**src/rtl/aes_spi_framer.sv**
```systemverilog
// rtl/aes_spi_framer.sv - SPI frame collector and launcher for an AES core
// Optional feature macro AES_SPI_KEY_CACHE_EN: accept plaintext-only frames that reuse the stored key.

module aes_spi_framer #(
  parameter int KEY_BITS    = 128,
  parameter int BLOCK_BITS  = 128,
  parameter int SYNC_STAGES = 2
) (
  input  logic                  i_clk,
  input  logic                  i_reset,
  input  logic                  i_sck,
  input  logic                  i_sdi,
  output logic                  o_sdo,
  input  logic                  i_load,
  output logic                  o_done,
  output logic                  o_frame_err,
  output logic [KEY_BITS-1:0]   o_core_key,
  output logic [BLOCK_BITS-1:0] o_core_block,
  output logic                  o_core_start,
  input  logic                  i_core_done,
  input  logic [BLOCK_BITS-1:0] i_core_result
);

  localparam int FRAME_BITS = BLOCK_BITS + KEY_BITS;
  localparam int CNT_W      = $clog2(FRAME_BITS + 1);
  localparam logic [CNT_W-1:0] CNT_FRAME    = CNT_W'(FRAME_BITS);
  localparam logic [CNT_W-1:0] CNT_LAST_OUT = CNT_W'(BLOCK_BITS - 1);
`ifdef AES_SPI_KEY_CACHE_EN
  localparam logic [CNT_W-1:0] CNT_BLOCK    = CNT_W'(BLOCK_BITS);
`endif

  typedef enum logic [2:0] {
    S_IDLE,
    S_SHIFT_IN,
    S_START,
    S_WAIT_CORE,
    S_SHIFT_OUT
  } state_t;

  state_t r_state;
  state_t w_state_next;

  logic [SYNC_STAGES-1:0] r_sck_sync;
  logic [SYNC_STAGES-1:0] r_sdi_sync;
  logic [SYNC_STAGES-1:0] r_load_sync;
  logic                   r_sck_prev;
  logic                   r_load_prev;

  logic [CNT_W-1:0]       r_cnt;
  logic [FRAME_BITS-1:0]  r_frame;
  logic [BLOCK_BITS-1:0]  r_out;
  logic                   r_done;
  logic                   r_frame_err;
  logic [KEY_BITS-1:0]    r_core_key;
  logic [BLOCK_BITS-1:0]  r_core_block;
`ifdef AES_SPI_KEY_CACHE_EN
  logic                   r_key_valid;
`endif

  logic w_sck;
  logic w_sdi;
  logic w_load;
  logic w_sck_rise;
  logic w_sck_fall;
  logic w_load_rise;
  logic w_load_fall;

  logic w_clr_cnt;
  logic w_cnt_inc;
  logic w_shift_in;
  logic w_accept_full;
  logic w_accept_short;
  logic w_reject;
  logic w_capture;
  logic w_shift_out;
  logic w_end_out;
  logic w_abort;

  // sdi travels through the same depth as sck so it is aligned with the detected rise
  always_ff @(posedge i_clk) begin
    if (i_reset) begin
      r_sck_sync  <= '0;
      r_sdi_sync  <= '0;
      r_load_sync <= '0;
      r_sck_prev  <= 1'b0;
      r_load_prev <= 1'b0;
    end else begin
      r_sck_sync  <= {r_sck_sync[SYNC_STAGES-2:0], i_sck};
      r_sdi_sync  <= {r_sdi_sync[SYNC_STAGES-2:0], i_sdi};
      r_load_sync <= {r_load_sync[SYNC_STAGES-2:0], i_load};
      r_sck_prev  <= w_sck;
      r_load_prev <= w_load;
    end
  end

  assign w_sck       = r_sck_sync[SYNC_STAGES-1];
  assign w_sdi       = r_sdi_sync[SYNC_STAGES-1];
  assign w_load      = r_load_sync[SYNC_STAGES-1];
  assign w_sck_rise  = w_sck & ~r_sck_prev;
  assign w_sck_fall  = ~w_sck & r_sck_prev;
  assign w_load_rise = w_load & ~r_load_prev;
  assign w_load_fall = ~w_load & r_load_prev;

  always_ff @(posedge i_clk) begin
    if (i_reset) begin
      r_state <= S_IDLE;
    end else begin
      r_state <= w_state_next;
    end
  end

  always_comb begin
    w_state_next   = r_state;
    w_clr_cnt      = 1'b0;
    w_cnt_inc      = 1'b0;
    w_shift_in     = 1'b0;
    w_accept_full  = 1'b0;
    w_accept_short = 1'b0;
    w_reject       = 1'b0;
    w_capture      = 1'b0;
    w_shift_out    = 1'b0;
    w_end_out      = 1'b0;
    w_abort        = 1'b0;
    case (r_state)
      S_IDLE: begin
        if (w_load_rise) begin
          w_state_next = S_SHIFT_IN;
          w_clr_cnt    = 1'b1;
        end
      end
      S_SHIFT_IN: begin
        if (w_load_fall) begin
          if (r_cnt == CNT_FRAME) begin
            w_accept_full = 1'b1;
            w_state_next  = S_START;
`ifdef AES_SPI_KEY_CACHE_EN
          end else if ((r_cnt == CNT_BLOCK) && r_key_valid) begin
            w_accept_short = 1'b1;
            w_state_next   = S_START;
`endif
          end else begin
            w_reject     = 1'b1;
            w_state_next = S_IDLE;
          end
        end else if (w_sck_rise && (r_cnt != CNT_FRAME)) begin
          w_shift_in = 1'b1;
          w_cnt_inc  = 1'b1;
        end
      end
      S_START: begin
        w_state_next = S_WAIT_CORE;
      end
      S_WAIT_CORE: begin
        if (w_load_rise) begin
          w_abort      = 1'b1;
          w_clr_cnt    = 1'b1;
          w_state_next = S_SHIFT_IN;
        end else if (i_core_done) begin
          w_capture    = 1'b1;
          w_clr_cnt    = 1'b1;
          w_state_next = S_SHIFT_OUT;
        end
      end
      S_SHIFT_OUT: begin
        if (w_load_rise) begin
          w_abort      = 1'b1;
          w_clr_cnt    = 1'b1;
          w_state_next = S_SHIFT_IN;
        end else if (w_sck_fall) begin
          w_shift_out = 1'b1;
          w_cnt_inc   = 1'b1;
          if (r_cnt == CNT_LAST_OUT) begin
            w_end_out    = 1'b1;
            w_state_next = S_IDLE;
          end
        end
      end
      default: begin
        w_state_next = S_IDLE;
      end
    endcase
  end

  always_ff @(posedge i_clk) begin
    if (i_reset) begin
      r_cnt        <= '0;
      r_frame      <= '0;
      r_out        <= '0;
      r_done       <= 1'b0;
      r_frame_err  <= 1'b0;
      r_core_key   <= '0;
      r_core_block <= '0;
`ifdef AES_SPI_KEY_CACHE_EN
      r_key_valid  <= 1'b0;
`endif
    end else begin
      r_frame_err <= w_reject;

      if (w_clr_cnt) begin
        r_cnt <= '0;
      end else if (w_cnt_inc) begin
        r_cnt <= r_cnt + CNT_W'(1);
      end

      if (w_shift_in) begin
        r_frame <= {r_frame[FRAME_BITS-2:0], w_sdi};
      end

      // Plaintext arrives first, so it ends up in the upper part of the frame
      if (w_accept_full) begin
        r_core_block <= r_frame[FRAME_BITS-1 -: BLOCK_BITS];
        r_core_key   <= r_frame[KEY_BITS-1:0];
`ifdef AES_SPI_KEY_CACHE_EN
        r_key_valid  <= 1'b1;
`endif
      end else if (w_accept_short) begin
        r_core_block <= r_frame[BLOCK_BITS-1:0];
      end

      if (w_capture) begin
        r_out <= i_core_result;
      end else if (w_abort) begin
        r_out <= '0;
      end else if (w_shift_out) begin
        r_out <= {r_out[BLOCK_BITS-2:0], 1'b0};
      end

      if (w_capture) begin
        r_done <= 1'b1;
      end else if (w_end_out || w_abort) begin
        r_done <= 1'b0;
      end
    end
  end

  assign o_sdo        = r_out[BLOCK_BITS-1];
  assign o_done       = r_done;
  assign o_frame_err  = r_frame_err;
  assign o_core_key   = r_core_key;
  assign o_core_block = r_core_block;
  assign o_core_start = (r_state == S_START);

endmodule

```
**config.mk**
```make
export PLATFORM = sky130hd
export DESIGN_NAME = aes_spi_framer
export DESIGN_NICKNAME = d
export VERILOG_FILES = /design/src/rtl/aes_spi_framer.sv
export SDC_FILE = /design/constraint.sdc
export NUM_CORES = 1
export LEC_CHECK = 0
export BUFFER_PORTS_ARGS = -buffer_cell sky130_fd_sc_hd__buf_2
export CAP_MARGIN = 20
export CORE_ASPECT_RATIO = 0.8
export CORE_MARGIN = 4
export CORE_UTILIZATION = 56
export CTS_CLUSTER_SIZE = 10
export DETAILED_ROUTE_END_ITERATION = 8
export PLACE_DENSITY = 0.86
export SETUP_SLACK_MARGIN = 0.1
export SYNTH_ARGS = -nofsm -noshare
export SYNTH_HDL_FRONTEND = slang
export SYNTH_SLANG_ARGS = --single-unit
```
**constraint.sdc**
```tcl
create_clock -name i_clk -period 3.3 [get_ports i_clk]
set_input_delay 0.165 -clock i_clk [delete_from_list [all_inputs] [get_ports i_clk]]
set_output_delay 0.165 -clock i_clk [all_outputs]
set_load 0.01 [all_outputs]
```
==> run metrics <==
Synth Cell Area=roughly 24000 um^2; worst path cell trace=inv_1 -> ha_1 -> nor4b_1 -> and4b_1 -> or4_4 -> buf_12 -> nand2_1 -> a21oi_1; fin crit share=between 80 and 90%; PwrDens=536 nW/um^2; Routed WL=approximately 67 mm; Post-synth EDFFs=0; critical path class=reg2reg; Via density=around 5.6; RSZ-0062 raised after global routing=no; CTS root buffer=clkbuf_16; family with the most delay on the worst path=simple AND/OR/NAND/NOR gates; Yosys cell types=37; pin count of the biggest net entering global routing=between 100 and 150; Post-DP HPWL=approximately 36 mm; GP Congestion=about 0.82; worst path required time=~3.8 ns; Mapped Cells=around 3100; fill cell count=roughly 3000; remaining routing DRC violations=0; Post-CTS Setup Inserts=0; layout cells sized above 1=between 10% and 20%; Num CTS Buffers=76; Bufs and invs on worst path=2; GR Overflow Total=0; clk slew on worst S/H paths=0.06 ns; final setup fails=0; initial antenna violation count=4; register bit total from synthesis=around 660; Die Ht=193 um; worst vdd ir=0.000396 V; Area Growth Syn to Fin=23.4%; Top-Level Pins=roughly 390; IO Port Bufs=~400; clk_lat worst skew=just over 0.6 ns; WHS=0.0705 ns; Slew @ Worst Pin=0.831 ns; most common cell after layout, fill and taps aside=nand2_1; Crit. End Element=flip-flop; total core area=~42000 um^2; total number of vias=22600; post-synthesis sequential area ratio=between 50% and 60%; synth warn=0; Final Util=a little over two thirds; Post-Syn Area per Cell=between 7 and 8 um^2; Worst setup SP type=flip-flop; fmax=around 380 MHz; storage element area=13300 um^2; Post-Syn Nets=roughly 3200; Max FO, Critical Path=80; critical path's slowest cell=or4_4; H-tree depth=3; Static Leak=between 0.01 and 0.015 uW; wire per inst=about 17 um; Period minus WS final=between 2 and 3 ns; Clock Skew=just over 0.03 ns; total global-route track usage=between 20% and 30%; non-filler cells, final=approximately 4000; vias in the first global route=about 21000; Initial Util=a little under three fifths; CP max stage delay=roughly 0.80 ns; Nets=approximately 3600; max cap viols=0; CTS tree=done; Slew Limit Fails=0; # rows=67; multi-input logic area=approximately 9600 um^2; first-pass GRT wire length=about 110 mm; status=completed; die area=46000 um^2; Die W=roughly 240 um; drt first pass iters=6; relative slew slack=between 40% and 50%; Num Clock Sinks=roughly 660; CP Data Arrival Time=3.14 ns; setup total negative slack=0 ns; most frequent cells in the layout=1153 x nand2_1, 662 x dfxtp_1, 523 x a21oi_1; placed cells=roughly 3800; DR iter-0 viols=~2200; Hold Fails Final Rpt=0; Min-Delay Path Class=in2reg; final antenna-violating net count=0; Main synth FF type=dfxtp_1; FFs w/ async S/R, synth=0%; worst-case clock buffer depth=3
## final timing paths
path                 startpoint       endpoint  slack, ns  cells after the start
setup / recovery       r_cnt[0]   r_frame[110]       0.66                      8
hold / removal          i_reset   r_frame[202]       0.07                      2
setup reg to reg       r_cnt[0]   r_frame[110]       0.66                      8
hold reg to reg   r_sdi_sync[0]  r_sdi_sync[1]       0.44                      1
## flip-flops by register name, summed over array words and instances, names as in the netlist, 2 cells and up
signal / cells
o_core_block: 128
o_core_key: 128
r_cnt: 9
r_frame: 256
r_load_sync: 2
r_out: 128
r_sck_sync: 2
r_sdi_sync: 2
r_state: 3
## repair_timing
item | 4_1_cts | 5_1_grt
hold buffers | 132 | 0
endpoints found under the setup margin | 0 | 0
hold endpoints to repair | 133 | 0
resized for setup | 0 | 0
## area by class of cell
type / count / area share (%)
flip-flops and latches: 662 / 45.0
clock buffers: 80 / 6.58
well taps: 552 / 2.34
repair buffers: 569 / 13.1
diodes: 5 / 0.0425
inverters: 3 / 0.0382
multi-input cells: 2139 / 32.6
clock inverters: 7 / 0.365
## report_power, final
group | switching [uW] | internal [uW]
sequential | 20.2 | 8030
combinational | 260 | 218
clock | 3110 | 4160
total | 3390 | 12400
## through the flow
stage,power (uW),setup slack (ns),instance area (um^2)
global placement,8540,0.794,26100
CTS,15900,0.684,29400
global route,16300,0.501,29500
finish,15800,0.658,29500
detailed placement,8540,0.733,26100
floorplan,8400,0.990,23900
## cell families after synthesis
| group | after synthesis | synth area share [%] |
|---|---|---|
| AOI/OAI and AO/OA | 795 | 18.2 |
| xor gates and xnor gates | 2 | 0.0734 |
| adders and majority gates | 2 | 0.105 |
| buffers and inverters | 252 | 4.43 |
| DFF | 662 | 55.5 |
| muxes | 1 | 0.0419 |
| and+or+nand+nor | 1339 | 21.7 |
## routing by layer
layer | part of all wire [%] | up-vias | global-route usage, %
met5 | 0 | - | 0
met4 | 4.8 | 0 | 13.4
met3 | 7.9 | 262 | 7.36
met2 | 48 | 1037 | 45.9
met1 | 39 | 10500 | 33.7
li1 | - | 10800 | -
## Yosys cell counts, drive strengths merged (3+ instances only)
master / instances / area, um^2
a211oi: 129 / 968
a21oi: 524 / 2620
buf: 87 / 438
clkbuf: 162 / 608
dfxtp: 662 / 13300
inv: 3 / 11.3
nand2: 1153 / 4330
nand2b: 3 / 18.8
nand4: 5 / 31.3
nor2: 135 / 507
nor2b: 13 / 81.3
nor3: 5 / 25.0
nor4b: 3 / 26.3
o21ai: 136 / 681
or3: 9 / 61.3
Note: power is estimated with default switching activity, not from simulation.
